`src/rtl/bp_fe_bp_pkg.sv`:
```
// Shared types and helpers for the FE branch-prediction tracker.
// Holds the queue entry layout and the saturating counter increment.
package bp_fe_bp_pkg;

    localparam int unsigned bp_fe_idx_width_gp = 9;

    typedef struct packed {
        logic [bp_fe_idx_width_gp-1:0] idx;
        logic                          predict;
    } bp_fe_pred_entry_s;

    // Increment that sticks at the all-ones value of a width_i-bit counter (width_i <= 64).
    function automatic logic [63:0] bp_fe_sat_inc(input logic [63:0] val_i, input int unsigned width_i);
        logic [63:0] max_v;
        max_v = (width_i >= 64) ? '1 : ((64'd1 << width_i) - 64'd1);
        return (val_i >= max_v) ? val_i : val_i + 64'd1;
    endfunction

endpackage

```
`src/rtl/bp_fe_bp_pred_fifo.sv`:
```
// In-order prediction queue: storage array with wrap-bit read/write pointers.
// Flush snaps the read pointer to the write pointer and overrides enq/deq.
module bp_fe_bp_pred_fifo
    import bp_fe_bp_pkg::*;
#(
    parameter int unsigned width_p = 10,
    parameter int unsigned els_p   = 8
) (
    input  logic               clk_i,
    input  logic               reset_i,
    input  logic               enq_i,
    input  logic [width_p-1:0] data_i,
    input  logic               deq_i,
    input  logic               flush_i,
    output logic [width_p-1:0] data_o,
    output logic               empty_o,
    output logic               full_o
);

    localparam int unsigned ptr_w_lp = $clog2(els_p) + 1;

    logic [ptr_w_lp-1:0] wptr_q, wptr_d;
    logic [ptr_w_lp-1:0] rptr_q, rptr_d;
    logic [width_p-1:0]  mem_q [els_p];
    logic                enq_ok, deq_ok;

    assign empty_o = (wptr_q == rptr_q);
    assign full_o  = (wptr_q[ptr_w_lp-2:0] == rptr_q[ptr_w_lp-2:0])
                   & (wptr_q[ptr_w_lp-1] != rptr_q[ptr_w_lp-1]);
    assign enq_ok  = enq_i & ~full_o & ~flush_i;
    assign deq_ok  = deq_i & ~empty_o & ~flush_i;
    assign data_o  = mem_q[rptr_q[ptr_w_lp-2:0]];

    always_comb begin
        wptr_d = wptr_q;
        rptr_d = rptr_q;
        if (flush_i) begin
            rptr_d = wptr_q;
        end else begin
            if (enq_ok) wptr_d = wptr_q + ptr_w_lp'(1);
            if (deq_ok) rptr_d = rptr_q + ptr_w_lp'(1);
        end
    end

    always_ff @(posedge clk_i or posedge reset_i) begin
        if (reset_i) begin
            wptr_q <= '0;
            rptr_q <= '0;
        end else begin
            wptr_q <= wptr_d;
            rptr_q <= rptr_d;
        end
    end

    // Payload storage carries no reset; pointers alone define validity.
    always_ff @(posedge clk_i) begin
        if (enq_ok) mem_q[wptr_q[ptr_w_lp-2:0]] <= data_i;
    end

endmodule

```
`src/rtl/bp_fe_bp_pred_tracker.sv`:
```
// Tracks issued branch predictions until backend resolution, flags mispredicts
// one cycle later and keeps saturating resolved/mispredict statistics.
module bp_fe_bp_pred_tracker
    import bp_fe_bp_pkg::*;
#(
    parameter int unsigned idx_width_p = 9,
    parameter int unsigned els_p       = 8,
    parameter int unsigned ctr_width_p = 32
) (
    input  logic                   clk_i,
    input  logic                   reset_i,
    input  logic                   r_v_i,
    input  logic [idx_width_p-1:0] r_idx_i,
    input  logic                   predict_i,
    output logic                   ready_o,
    input  logic                   w_v_i,
    input  logic                   w_taken_i,
    output logic                   w_yumi_o,
    input  logic                   flush_i,
    output logic                   mispredict_v_o,
    output logic [idx_width_p-1:0] mispredict_idx_o,
    output logic [ctr_width_p-1:0] resolved_cnt_o,
    output logic [ctr_width_p-1:0] mispredict_cnt_o,
    output logic                   empty_o,
    output logic                   full_o
);

    typedef struct packed {
        logic [idx_width_p-1:0] idx;
        logic                   predict;
    } entry_t;

    entry_t                 wr_entry, rd_entry;
    logic [idx_width_p:0]   rd_data;
    logic                   enq, mispredict, hit;

    logic                   mv_q, mv_d;
    logic [idx_width_p-1:0] midx_q, midx_d;
    logic [ctr_width_p-1:0] res_q, res_d;
    logic [ctr_width_p-1:0] mis_q, mis_d;

    assign ready_o  = ~full_o;
    assign enq      = r_v_i & ready_o & ~flush_i;
    assign w_yumi_o = w_v_i & ~empty_o & ~flush_i;
    assign wr_entry = '{idx: r_idx_i, predict: predict_i};
    assign rd_entry = entry_t'(rd_data);

    bp_fe_bp_pred_fifo #(
        .width_p (idx_width_p + 1),
        .els_p   (els_p)
    ) fifo (
        .clk_i   (clk_i),
        .reset_i (reset_i),
        .enq_i   (enq),
        .data_i  (wr_entry),
        .deq_i   (w_yumi_o),
        .flush_i (flush_i),
        .data_o  (rd_data),
        .empty_o (empty_o),
        .full_o  (full_o)
    );

    always_comb begin
        mispredict = rd_entry.predict ^ w_taken_i;
        hit        = w_yumi_o & mispredict;
        mv_d       = hit;
        midx_d     = hit ? rd_entry.idx : midx_q;
        res_d      = res_q;
        mis_d      = mis_q;
        if (w_yumi_o) res_d = ctr_width_p'(bp_fe_sat_inc(64'(res_q), ctr_width_p));
        if (hit)      mis_d = ctr_width_p'(bp_fe_sat_inc(64'(mis_q), ctr_width_p));
    end

    always_ff @(posedge clk_i or posedge reset_i) begin
        if (reset_i) begin
            mv_q   <= 1'b0;
            midx_q <= '0;
            res_q  <= '0;
            mis_q  <= '0;
        end else begin
            mv_q   <= mv_d;
            midx_q <= midx_d;
            res_q  <= res_d;
            mis_q  <= mis_d;
        end
    end

    assign mispredict_v_o   = mv_q;
    assign mispredict_idx_o = midx_q;
    assign resolved_cnt_o   = res_q;
    assign mispredict_cnt_o = mis_q;

endmodule

```
`config.mk`:
```
export PLATFORM = sky130hd
export DESIGN_NAME = bp_fe_bp_pred_tracker
export DESIGN_NICKNAME = d
export VERILOG_FILES = /design/src/rtl/bp_fe_bp_pkg.sv /design/src/rtl/bp_fe_bp_pred_fifo.sv /design/src/rtl/bp_fe_bp_pred_tracker.sv
export SDC_FILE = /design/constraint.sdc
export NUM_CORES = 1
export LEC_CHECK = 0
export CAP_MARGIN = 0
export CORE_ASPECT_RATIO = 0.75
export CORE_UTILIZATION = 55
export CTS_BUF_LIST = sky130_fd_sc_hd__clkbuf_16
export DETAILED_ROUTE_END_ITERATION = 8
export PLACE_DENSITY = 0.8
export SYNTH_ARGS = -nofsm -noshare
export SYNTH_HDL_FRONTEND = slang
export SYNTH_SLANG_ARGS = --single-unit
```
`constraint.sdc`:
```
create_clock -name clk_i -period 5.9 [get_ports clk_i]
set_input_delay 0.59 -clock clk_i [delete_from_list [all_inputs] [get_ports clk_i]]
set_output_delay 0.59 -clock clk_i [all_outputs]
set_load 0.02 [all_outputs]
```
# Word-level counts from Yosys, hierarchy flattened
# Memory sizes are Yosys's and may differ from the RTL's.
# Index checks and enable logic that the tools add are counted.
[totals]
ff_bits = 82
ramBits = 80
input_bits = 16
output_inout_bits = 78
wordCells = 40
n_memories = 1
[memory_table]
columns = ["memory", "depth", "word_bits", "read_ports", "rd_clocked_by_memory_dff", "wr", "line", "text"]
rows = [
  ["fifo.mem_q", 8, 10, 1, 0, 1, "bp_fe_bp_pred_fifo.sv:24", "logic [width_p-1:0] mem_q [els_p];"],
]
[op_classes]
n_addsub = 4
order_cmp = 2
eq_ne = 3
n_mux = 4
n_bitwise = 16
reduce_logical = 4
[ops]
columns = ["op", "count"]
rows = [
  ["$add A32 B1 Y32 const B", 2],
  ["$ge A32 B32 Y1 const B", 2],
  ["$and A1 B1 Y1", 10],
  ["$add A4 B1 Y4 const B", 2],
  ["$mux W4", 2],
  ["$reduce_and A2 Y1", 3],
  ["$not A1 Y1", 5],
  ["$eq A4 B4 Y1", 1],
  ["$eq A3 B3 Y1", 1],
  ["$mux W1", 2],
  ["$reduce_bool A2 Y1", 1],
  ["$ne A1 B1 Y1", 1],
  ["$xor A1 B1 Y1", 1],
]

# Logic depth before layout (Yosys ltp)
# Gate-level depths: netlist (run 1).
[logic_depth]
ltp_word = 9
mapped_depth = 9
ltp_nobuf = 7

# Cells and area by module
# A second synthesis (run 1) with hierarchy kept.
[unflattened]
cells_unflattened = 517
hier_area_um2 = 7073.0
[by_module_without_submodules]
columns = ["module", "instances", "cells_per_inst", "area_per_inst_um2", "seq_area_each_um2"]
rows = [
  ["bp_fe_bp_pred_fifo", 1, 188, 3592.2, 2602.5],
  ["bp_fe_bp_pred_tracker", 1, 329, 3480.8, 1851.8],
]

# Worst setup path after synthesis (run 1)
# Ideal clock, no wire load.
[synth_path]
kind = "register to register"
start = "register fifo.rptr_q[1]"
end = "memory fifo.mem_q[0][0], enable pin"
setup_time_ns = 0.390
t_arrival_ns = 2.269
setup_slack_ns = 3.241
stages_incl_launch_ff = 7
n_path_buf = 1
path_cell_list = "dfrtp_1 > buf_4 > xor2_1 > nor4_1 > nor3b_2 > nand2b_1 > nor3_1"
[synth_between]
elab_chain_len = 9
[synth_lines]
columns = ["element", "line", "text"]
rows = [
  ["from (decl)", "bp_fe_bp_pred_fifo.sv:23", "logic [ptr_w_lp-1:0] rptr_q, rptr_d;"],
  ["from (signal assigned)", "bp_fe_bp_pred_fifo.sv:51", "rptr_q <= rptr_d;"],
  ["$eq A3 B3 Y1 *", "bp_fe_bp_pred_fifo.sv:28", "assign full_o = (wptr_q[ptr_w_lp-2:0] == rptr_q[ptr_w_lp-2:0])"],
  ["$and A1 B1 Y1 *", "bp_fe_bp_pred_fifo.sv:29", "& (wptr_q[ptr_w_lp-1] != rptr_q[ptr_w_lp-1]);"],
  ["net full_o", "bp_fe_bp_pred_tracker.sv:25", "output logic full_o"],
  ["$not A1 Y1 *", "bp_fe_bp_pred_fifo.sv:30, bp_fe_bp_pred_tracker.sv:42", ""],
  ["$and A1 B1 Y1 (2 in a row)", "bp_fe_bp_pred_tracker.sv:43", "assign enq = r_v_i & ready_o & ~flush_i;"],
  ["$and A1 B1 Y1 * (2 in a row)", "bp_fe_bp_pred_fifo.sv:30", "assign enq_ok = enq_i & ~full_o & ~flush_i;"],
  ["$mux W1 *", "bp_fe_bp_pred_fifo.sv:57", "if (enq_ok) mem_q[wptr_q[ptr_w_lp-2:0]] <= data_i;"],
  ["$mux W1 (implied by the code) *", "bp_fe_bp_pred_fifo.sv:57", ""],
  ["to (decl)", "bp_fe_bp_pred_fifo.sv:24", ""],
]
# Mark *: on every way through the listed nets, which the timed path passes. The rest lies on a longest branch.

# Final worst setup path (run 1)
[layout_path]
start = "register fifo.rptr_q[1]"
end = "output full_o"
[layout_between]
elab_chain_len = 2
[layout_lines]
columns = ["element", "line"]
rows = [
  ["$eq A3 B3 Y1", "bp_fe_bp_pred_fifo.sv:28"],
  ["$and A1 B1 Y1", "bp_fe_bp_pred_fifo.sv:29"],
  ["to (decl)", "bp_fe_bp_pred_tracker.sv:25"],
]
# No other way between the ends.

==> run summary, run 1 <==
Worst Clk Skew: 13.4 ps
Row count: 35
H-tree levels: 4
Final Core Density: 69.5%
Crit path kind: register to output port
Setup WS pre-CTS: 2290 ps
Max-cap violations: 0
GRT Resource Usage Total: 23.9%
Data required time of the worst path: 5310 ps
Initial antenna violation count: 0
First-pass GRT wire length: 23.7 mm
Vias in the first global route: 4392
Clock latency at the later pin of the worst-skew pair: 420 ps
Least-Margin Pin Slew: 1220 ps
Combinational Power Share: 25.5%
Top cells by area, synth: edfxtp_1 34%, dfrtp_1 29%, xnor2_1 6.4%, mux4_2 5.8%, nand4_1 2.7%
Gp weighted congestion: 0.836
CTS Buf Count: 17
Seq cells post-synth: 162
GRT overflow: 0
Post-CTS Setup Inserts: 0
Height of the die: 99.5 µm
Final instance count without filler cells: 762
Max-slew violations: 0
Clk sink count: 162
RSZ-0062 raised after global routing: no
DR pass1 iterations: 5
CTS root buf: clkbuf_16
Tmin final: 3850 ps
Final hold slack: 485 ps
Crit path max fanout: 26
Net count after synthesis: 508
Ys async rst share: 50.6%
Most frequent cell after synthesis: dfrtp_1
Total Wirelength: 14.2 mm
Hold Fails Final Rpt: 0
WL/cell: 18.7 µm
Sequential share of power: 45.7%
Setup_tns: 0 ps
Antenna diode count: 0
Mapped Area: 6970 µm²
Number of placed I/O pins: 94
Die Width: 132 µm
CTS resizes: 0
Largest net degree at the start of global routing: 83
WP data arrival: 3260 ps
# DRC: 0
Post-synthesis sequential area ratio: 63.9%
Switching Fraction: 31.2%
Layout cells sized above 1: 11.4%
Setup ws final: 2050 ps
Fillers: 814
Vias per inst: 5.70
Slew headroom: 18.6%
Unique masters post-synth: 48
Starting Density: 56.7%
Max IR drop VDD: 0.000223 V
PD cells: 384 nW/µm²
HPWL after DPL: 9.23 mm
Final setup fails: 0
Hold crit path type: register to register
Maximum clock insertion buffer count: 2
Post-synth EDFFs: 80
Clk slew on worst S/H paths: 60 ps
Post-Syn Area per Cell: 14.3 µm²
DP Cell Count: 730
Initial drt markers: 403
Total Power: 3.28 mW
I/O Buffers: 93
Final worst path period share: 65.2%
Status: completed
P&R area growth vs syn: 22.6%
Mapped Cells: 488
Cell accounting for the most synthesized area: edfxtp_1
Static Leak: 3.25 nW
NetSw: 1.02 mW
Fin nets: 603
Antenna-violating nets left: 0
CTS tree: done
Max Freq: 0.260 GHz
Final instance area: 8550 µm²
Clk pwr share: 28.8%
Post-DP Area: 8040 µm²
Internal power: 2.26 mW
Detailed-route via count: 4344
Commonest cells post-synth: 82 x dfrtp_1, 80 x edfxtp_1, 51 x xnor2_1
Die area: 13100 µm²
Worst Setup End Kind: output port
Startpoint types: register
Core area: 12300 µm²
Top-area cell type share of the netlist area: 34.5%
Hold buffers post-CTS: 0
Number of synthesis warnings: 0
Main flop type after synthesis: dfrtp_1
## critical path, stage by stage (launching register included)
cell	delay, ps
dfrtp_1	1150
xor2_1	320
nor4_1	630
clkdlybuf4s50_1	730
## per-layer routing
layer  part of all wire, %  global-route usage, %  vias up
li1                      -                      -     2010
met2                    46                   36.0      156
met4                   1.4                   7.51        0
met1                    46                   34.6     2163
met5                     0                      0        -
met3                   6.8                   6.07       15
## flip-flops by register name, summed over array words and instances (netlist names)
signal            cells
mispredict_v_o        1
mispredict_idx_o      9
fifo.wptr_q           4
resolved_cnt_o       32
mispredict_cnt_o     32
fifo.rptr_q           4
fifo.mem_q           80
## kinds of logic (layout without fill, tap and decap cells)
| kind of cell | after synthesis | after routing | share of synthesized area (%) |
|---|---|---|---|
| flops | 162 | 162 | 63.9 |
| fa+ha+maj | 4 | 4 | 0.718 |
| buf+inv | 27 | 135 | 1.92 |
| xor+xnor | 72 | 72 | 9.37 |
| mux | 35 | 35 | 8.31 |
| simple gates | 166 | 166 | 13.5 |
| compound gates | 22 | 22 | 2.26 |
## layout by cell type (no fill, tap or decap), drive strengths merged, types with 2 or more instances in the layout
cell            n
clkdlybuf4s50  93
dfrtp          82
edfxtp         80
xnor2          52
nand2          32
nand4          30
nand3          30
xor2           20
and3           19
mux4           18
clkbuf         17
mux2i          14
nor2           14
o21ai          14
inv            11
and4            9
clkinv          9
nor4            8
nor3            6
and2            4
ha              4
buf             4
mux2            3
or3             3
nand2b          3
or4             3
nand3b          2
o41ai           2
a21oi           2
## final cells by class
cell class                 instances  area, µm²  area share (%)
tap                              166        208            2.43
clock inverter                    15       80.1           0.937
timing repair buffer              97        961            11.2
sequential                       162       4450            52.1
clock buffer                      17        425            4.98
inverter                           6       23.8           0.278
multi-input combinational        299       2390            28.0
## power groups by stage
stage	Sequential, mW	Combinational [mW]	Clock, mW
after floorplan	1.50	0.560	0
after global placement	1.51	0.809	0
after detailed placement	1.52	0.831	0
after CTS	1.50	0.845	0.960
after global routing	1.52	0.908	1.01
final	1.50	0.837	0.943
## final timing paths
| path | from | endpoint | cells after the start | slack, ps |
|---|---|---|---|---|
| max reg2reg | fifo.rptr_q[1] | fifo.mem_q[1][0] | 5 | 2270 |
| max in group asynchronous | reset_i | mispredict_idx_o[7] | 3 | 4440 |
| min reg2reg | mispredict_idx_o[3] | mispredict_idx_o[3] | 2 | 490 |
| min in group asynchronous | reset_i | resolved_cnt_o[13] | 3 | 820 |
| max | fifo.rptr_q[1] | full_o | 3 | 2050 |
| min | mispredict_idx_o[3] | mispredict_idx_o[3] | 2 | 490 |
Note: power is estimated with default switching activity, not from simulation.
==> run 2: changes to the inputs <==
clock period = 3.8 ns   (was 5.9 ns; I/O delays follow)
==> run summary, run 2 (same netlist as run 1, synthesis figures left out) <==
Max Freq: 0.323 GHz
Vias per inst: 5.69 (-0.19%)
Reg-to-reg critical path startpoint: fifo.rptr_q[1]
Status: completed
WL/cell: 18.5 µm (-0.81%)
R2R Path End: fifo.mem_q[6][8]
Worst Clk Skew: 8.58 ps (-4.87 ps)
Final instance count without filler cells: 771 (+1.2%)
Core area: 12300 µm² (unchanged)
Static Leak: 3.33 nW (+2.5%)
Most common cell after layout, fill and taps aside: clkdlybuf4s50_1
RSZ-0062 raised after global routing: no
Clk slew on worst S/H paths: 60 ps (about the same)
Initial drt markers: 345 (-14%)
# DRC: 0 (unchanged)
Final worst path period share: 81.4%
Post-CTS Setup Inserts: 0 (unchanged)
Starting Density: 56.7% (unchanged)
PD cells: 610 nW/µm² (+59%)
Worst Setup End Kind: output port
Number of placed I/O pins: 94 (unchanged)
GRT Resource Usage Total: 23.7% (-0.27 points)
Fin nets: 612 (+1.5%)
Initial antenna violation count: 0 (unchanged)
Fillers: 820 (+0.74%)
Total Wirelength: 14.3 mm (+0.37%)
WP data arrival: 2710 ps (-550 ps)
Crit path max fanout: 11 (-58%)
CTS Buf Count: 17 (unchanged)
Layout cells sized above 1: 12.4% (+0.99 points)
Row count: 35 (unchanged)
Crit path kind: register to output port
Setup_tns: 0 ps (unchanged)
Height of the die: 99.5 µm (unchanged)
Largest net degree at the start of global routing: 50 (-40%)
Gp weighted congestion: 0.804 (-3.8%)
Vias in the first global route: 4366 (-0.59%)
DR pass1 iterations: 4 (-1)
DP Cell Count: 739 (+1.2%)
Startpoint types: register
GRT overflow: 0 (unchanged)
Final hold slack: 332 ps (-153 ps)
Final setup fails: 0 (unchanged)
Reg2Reg Depth: 5 (unchanged)
Antenna-violating nets left: 0 (unchanged)
CTS root buf: clkbuf_16
Max-slew violations: 0 (unchanged)
CTS tree: done
Maximum clock insertion buffer count: 2 (unchanged)
Clock latency at the later pin of the worst-skew pair: 420 ps (about the same)
Antenna diode count: 0 (unchanged)
Tmin final: 3090 ps
I/O Buffers: 93 (unchanged)
Hold crit path type: input port to async pin
Cell family with most CP delay: flip-flops
Flop-to-flop setup slack: 870 ps (-1400 ps)
Max IR drop VDD: 0.000435 V (+95%)
CTS resizes: 0 (unchanged)
CP max stage cell: dfrtp_1
H-tree levels: 4 (unchanged)
Data required time of the worst path: 3420 ps (-1890 ps)
P&R area growth vs syn: 24.4%
Most frequent cells in the layout: 93 x clkdlybuf4s50_1, 82 x dfrtp_1, 80 x edfxtp_1
Detailed-route via count: 4387 (+0.99%)
Hold Fails Final Rpt: 0 (unchanged)
Max reg flops: 80 (unchanged)
Clk sink count: 162 (unchanged)
Hold buffers post-CTS: 0 (unchanged)
Die area: 13100 µm² (unchanged)
CP Buf/Inv Count: 1 (unchanged)
Max incr delay on CP: 740 ps (-410 ps)
Slew headroom: 36.5% (+18 points)
Die Width: 132 µm (unchanged)
Max-cap violations: 0 (unchanged)
HPWL after DPL: 9.67 mm (+4.7%)
First-pass GRT wire length: 23.5 mm (-0.55%)
Final Core Density: 70.5% (+1.0 points)
CP Cell Sequence: xor2_2, nor4_1, clkdlybuf4s50_1
Least-Margin Pin Slew: 952 ps (-269 ps)
==> run 2: changes by cell type in the layout (fill, tap and decap cells not counted), moves of 2 or more <==
cell / change
nor3_1: +2
bufinv_16: +2
clkinv_1: -2
nor3_2: -2
inv_1: +2
buf_4: +9
==> run 2: cell type report <==
cell class                      instances  area [µm²]  share of cell area (%)
Sequential cell                       162        4450                    51.4
Multi-Input combinational cell        299        2380                    27.5
Timing Repair Buffer                  106        1030                    11.9
Clock buffer                           18         450                    5.19
Tap cell                              166         208                    2.40
Clock inverter                         14         123                    1.41
Inverter                                6        23.8                   0.274
==> run 2: worst max path at each step <==
| stage | start | endpoint | slack [ps] | cells after the start |
|---|---|---|---|---|
| 2_1_floorplan | fifo.rptr_q[1] | fifo.mem_q[0][0] | 1140 | 6 |
| 3_3_place_gp | fifo.rptr_q[1] | fifo.mem_q[6][9] | 1120 | 5 |
| 3_5_place_dp | fifo.rptr_q[1] | fifo.mem_q[6][4] | 900 | 5 |
| 4_1_cts | fifo.rptr_q[0] | full_o | 720 | 3 |
| 5_1_grt | fifo.rptr_q[0] | full_o | 560 | 3 |
| 6_report | fifo.rptr_q[0] | full_o | 710 | 3 |
==> run 2: power breakdown <==
group	total, mW	internal, mW	switching (mW)
clock	1.65	0.992	0.660
combinational	1.36	0.643	0.719
sequential	2.28	2.06	0.223
==> run 2: through the flow <==
| stage | worst slack (ps) | total power, mW | area [µm²] |
|---|---|---|---|
| floorplan | 1140 | 3.19 | 6970 |
| global placement | 1120 | 3.62 | 8100 |
| detailed placement | 903 | 3.68 | 8100 |
| CTS | 718 | 5.33 | 8670 |
| global route | 564 | 5.53 | 8670 |
| finish | 708 | 5.29 | 8670 |
==> run 2: routing by layer <==
layer	vias to the layer above	track usage, %	part of all wire (%)
met5	-	0	0
li1	2031	-	-
met4	0	6.44	0.71
met2	157	36.9	47
met1	2187	34.4	46
met3	12	4.64	6.0
==> run 3: changes to the inputs <==
clock period = 3 ns   (was 3.8 ns; I/O delays follow)
==> run summary, run 3 (same netlist as run 1, synthesis figures left out) <==
Setup_tns: 0 ps (unchanged)
Data required time of the worst path: 2700 ps (-720 ps)
I/O Buffers: 93 (unchanged)
WL/cell: 18.6 µm (+0.49%)
Slew headroom: 44.0% (+7.5 points)
HPWL after DPL: 9.88 mm (+2.2%)
Final worst path period share: 91.7%
Clk slew on worst S/H paths: 60 ps (about the same)
Reg-to-reg critical path startpoint: fifo.rptr_q[1]
Die Width: 132 µm (unchanged)
Most common cell after layout, fill and taps aside: clkdlybuf4s50_1
Max IR drop VDD: 0.000475 V (+9.4%)
CTS root buf: clkbuf_16
Worst Clk Skew: 7.83 ps (-0.751 ps)
Maximum clock insertion buffer count: 2 (unchanged)
CTS tree: done
Row count: 35 (unchanged)
Highest Signal Layer: met4
DR pass1 iterations: 5 (+1)
GRT Resource Usage Total: 24.1% (+0.48 points)
Initial drt markers: 407 (+18%)
Least-Margin Pin Slew: 839 ps (-114 ps)
Startpoint types: register
Number of placed I/O pins: 94 (unchanged)
Vias per inst: 5.77 (+1.3%)
Total Wirelength: 14.6 mm (+1.8%)
Core area: 12300 µm² (unchanged)
Detailed-route via count: 4503 (+2.6%)
Fin nets: 622 (+1.6%)
Most frequent cells in the layout: 93 x clkdlybuf4s50_1, 82 x dfrtp_1, 80 x edfxtp_1
Routed wl met3: 864 µm (+0.47%)
WP data arrival: 2450 ps (-260 ps)
PD cells: 765 nW/µm² (+25%)
Met2 wire len: 7.03 mm (+4.7%)
GRT overflow: 0 (unchanged)
Final setup fails: 0 (unchanged)
Height of the die: 99.5 µm (unchanged)
Post-CTS Setup Inserts: 0 (unchanged)
Clk sink count: 162 (unchanged)
Gp weighted congestion: 0.843 (+4.9%)
Antenna diode count: 0 (unchanged)
Crit path kind: register to output port
Static Leak: 3.38 nW (+1.4%)
Max-cap violations: 0 (unchanged)
Die area: 13100 µm² (unchanged)
Hold crit path type: input port to async pin
Max Freq: 0.364 GHz
Crit path max fanout: 9 (-2)
Hold Fails Final Rpt: 0 (unchanged)
Initial antenna violation count: 0 (unchanged)
WL met1: 6.46 mm (-2.5%)
Max reg flops: 80 (unchanged)
CTS Buf Count: 17 (unchanged)
Status: completed
Worst Setup End Kind: output port
Layout cells sized above 1: 14.3% (+1.9 points)
H-tree levels: 4 (unchanged)
# DRC: 0 (unchanged)
Final Core Density: 71.1% (+0.58 points)
P&R area growth vs syn: 25.4%
Max-slew violations: 0 (unchanged)
Critical Path Source: fifo.wptr_q[0]
Starting Density: 56.7% (unchanged)
Tmin final: 2750 ps
Clock latency at the later pin of the worst-skew pair: 420 ps (about the same)
RSZ-0062 raised after global routing: no
Antenna-violating nets left: 0 (unchanged)
Largest net degree at the start of global routing: 51 (+2.0%)
Vias in the first global route: 4531 (+3.8%)
First-pass GRT wire length: 24.0 mm (+2.1%)
==> run 3: cell types whose count changed in the layout (fill, tap and decap cells not counted) <==
cell and delta:
nor4_1 -1, inv_2 +1, buf_4 +10, nor4_2 +1, bufinv_16 -2, inv_1 -2, clkbuf_16 +2, clkinv_2 +2
inv_4 -1
==> run 3: what timing repair did <==
item                                    4_1_cts  5_1_grt
gates resized for setup                       0        1
endpoints found under the setup margin        0        1
hold buffers                                  0        0
==> run 3: where the power goes <==
| group | leakage (nW) | total (mW) | switching [mW] | internal (mW) |
|---|---|---|---|---|
| clock | 0.295 | 2.02 | 0.836 | 1.19 |
| combinational | 1.26 | 1.82 | 0.969 | 0.850 |
| sequential | 1.83 | 2.84 | 0.238 | 2.60 |
==> run 3: path summary, 6_finish.rpt <==
kind	to	cells after the start	slack, ps
min in group clk_i	mispredict_idx_o[4]	2	480
min reg2reg	mispredict_idx_o[4]	2	480
max in group asynchronous	resolved_cnt_o[13]	3	1870
min	mispredict_cnt_o[15]	2	350
max	empty_o	4	250
max reg2reg	mispredict_cnt_o[1]	8	480
==> run 3: routing by layer <==
| layer | global-route usage [%] | up-vias |
|---|---|---|
| met5 | 0 | - |
| met4 | 7.78 | 0 |
| met3 | 5.45 | 22 |
| met2 | 38.3 | 169 |
| met1 | 33.6 | 2264 |
| li1 | - | 2048 |
==> run 3: final cells by class <==
type	instances	area, µm²
clock buffer	20	500
clock inverter	12	62.6
fill	808	3560
inverter	6	23.8
multi-input combinational	299	2390
sequential	162	4450
tap	166	208
timing repair buffer	116	1100
==> run 3: critical path, cell delays in order (launching register included) <==
cell,delay [ps]
dfrtp_1,570
xor2_2,200
or4_1,580
inv_1,80
clkdlybuf4s50_1,600
==> run 3: per-stage QoR <==
step	hold slack (ps)	instance area, µm²	total power, mW	worst slack, ps	std cells
floorplan	399	6970	4.05	341	488
global placement	467	8170	4.62	609	749
detailed placement	475	8170	4.70	509	749
CTS	373	8740	6.71	120	781
global route	405	8740	6.98	173	781
finish	350	8740	6.68	250	781
==> edit: new RTL, config.mk and constraints of run 2 <==
The parameter `ctr_width_p` goes from 32 to 36.
--- a/src/rtl/bp_fe_bp_pred_tracker.sv
+++ b/src/rtl/bp_fe_bp_pred_tracker.sv
@@ -5,7 +5,7 @@
 #(
     parameter int unsigned idx_width_p = 9,
     parameter int unsigned els_p       = 8,
-    parameter int unsigned ctr_width_p = 32
+    parameter int unsigned ctr_width_p = 36
 ) (
     input  logic                   clk_i,
     input  logic                   reset_i,
Ports: changed (resized mispredict_cnt_o and resolved_cnt_o); port bits go from 94 to 102. The function was not compared with the original's and may differ.
==> edit against run 2 <==
Sequential cell count grew 8. Synthesized area is 6.2% higher. First-iteration DRC count increased by 9.0%. Via count up 7.5%. Largest cell class unchanged. Global-route usage increased by 0.17 points. Worst setup slack lost 0.15 ns. Highest routed layer unchanged. Critical path depth rose by 2. Final area is 5.3% higher. Wire length is 6.2% higher. Final cell count up 7.4%. Sequential share of layout area fell by 0.38 points. Power up 1.1%. Synthesized cell count grew 9.0%.
==> edit: results (changes against run 2) <==
* Worst Skew at 0.007805 ns (-0.0007717 ns)
* Post-synthesis cell type count at 42 (-13%)
* DP Wirelength at 10,240 µm (+6.0%)
* R2R Setup Slk at 0.93 ns (+0.06 ns)
* Post-synthesis mux area share at 8.231% (-0.077 points)
* Reg2reg start: resolved_cnt_o[0]$_DFFE_PP0P_
* Pleak at 3.554 nW (+6.7%)
* Status: completed
* Delay-heaviest family, CP: buffers and inverters
* Gpl congestion at 0.8201 (+2.0%)
* Seq/Total Area, Yosys at 62.87% (-1.0 points)
* CP startpoint: fifo.wptr_q[2]$_DFFE_PP0P_
* Leading post-synthesis cells by cell area: edfxtp_1 (32%), dfrtp_1 (30%), mux4_2 (6.1%)
* CP endpoint: w_yumi_o
* Power in the clock group at 1.54 mW (-7%)
* Total of fill cells in the finished design at 884 (+7.8%)
* WP data arrival at 2.86 ns (+0.15 ns)
* Compound-Gate Fraction of Synth Area at 1.589% (-0.67 points)
* Share of layout cells above drive strength 1 at 12.94% (+0.54 points)
* Syn nets at 552 (+8.7%)
* Post-synthesis async set-or-reset flop share at 52.94% (+2.3 points)
* Sw Pwr at 1.687 mW (+5.3%)
* Post-Synth Adder-Cell Area at 0.6760% (-0.042 points)
* Max VDD drop at 379.5 µV (-13%)
* Vias per cell at 5.697 (+0.12%)
* First-pass GRT wire length at 24,570 µm (+4.4%)
* Gr usage total at 23.82% (+0.17 points)
* Rel. slew slack at 49.99% (+13 points)
* CP max stage cell: clkdlybuf4s50_1
* Power in sequential cells at 2.33 mW (+2%)
* Synth top cells by count: dfrtp_1 (90), edfxtp_1 (80), xnor2_1 (49)
* Crit-path max FO at 8 (-3)
* Layout Nets at 664 (+8.5%)
* Pin count of the biggest net entering global routing at 41 (-18%)
* DR pass1 iterations at 5 (+1)
* Xor-xnor portion of the synthesized cell area at 10.09% (+0.72 points)
* Worst Reg2Reg Path Length in Cells at 7 (+2)
[edit: metrics by stage]
step | area [µm²] | utilization (%) | setup slack [ns] | instances | power [mW]
final | 9129 | 69.89 | 0.5587 | 828 | 5.350
after CTS | 9129 | 69.89 | 0.5287 | 828 | 5.399
after global placement | 8602 | 65.85 | 1.057 | 796 | 3.799
after global routing | 9129 | 69.89 | 0.3940 | 828 | 5.620
after floorplan | 7403 | - | 1.076 | 532 | 3.371
after detailed placement | 8602 | 65.85 | 1.015 | 796 | 3.846
[edit: cell type report]
type                       instances  share of cell area [%]
sequential                       170                   50.99
multi-input combinational        330                   28.25
timing repair buffer             115                   12.23
clock buffer                      17                   4.660
tap                              171                   2.344
clock inverter                    15                   1.110
inverter                          10                  0.4249
[edit: worst min-delay path by stage]
| stage | end | slack, ns | cells after the start |
|---|---|---|---|
| 6_report | resolved_cnt_o[33]$_DFFE_PP0P_ | 0.37 | 2 |
| 5_1_grt | resolved_cnt_o[32]$_DFFE_PP0P_ | 0.43 | 2 |
| 4_1_cts | resolved_cnt_o[17]$_DFFE_PP0P_ | 0.38 | 2 |
| 3_5_place_dp | resolved_cnt_o[6]$_DFFE_PP0P_ | 0.49 | 1 |
| 3_3_place_gp | mispredict_cnt_o[21]$_DFFE_PP0P_ | 0.48 | 1 |
| 2_1_floorplan | fifo.mem_q[0][0]$_DFFE_PP_ | 0.48 | 0 |
[edit: per-layer routing]
metal / vias to the layer above / GRT usage (%) / part of all wire, %
li1: 2161 / - / -
met2: 164 / 35.71 / 46
met1: 2375 / 34.14 / 46
met4: 0 / 8.291 / 1.2
met3: 17 / 6.151 / 6.4
met5: - / 0 / 0
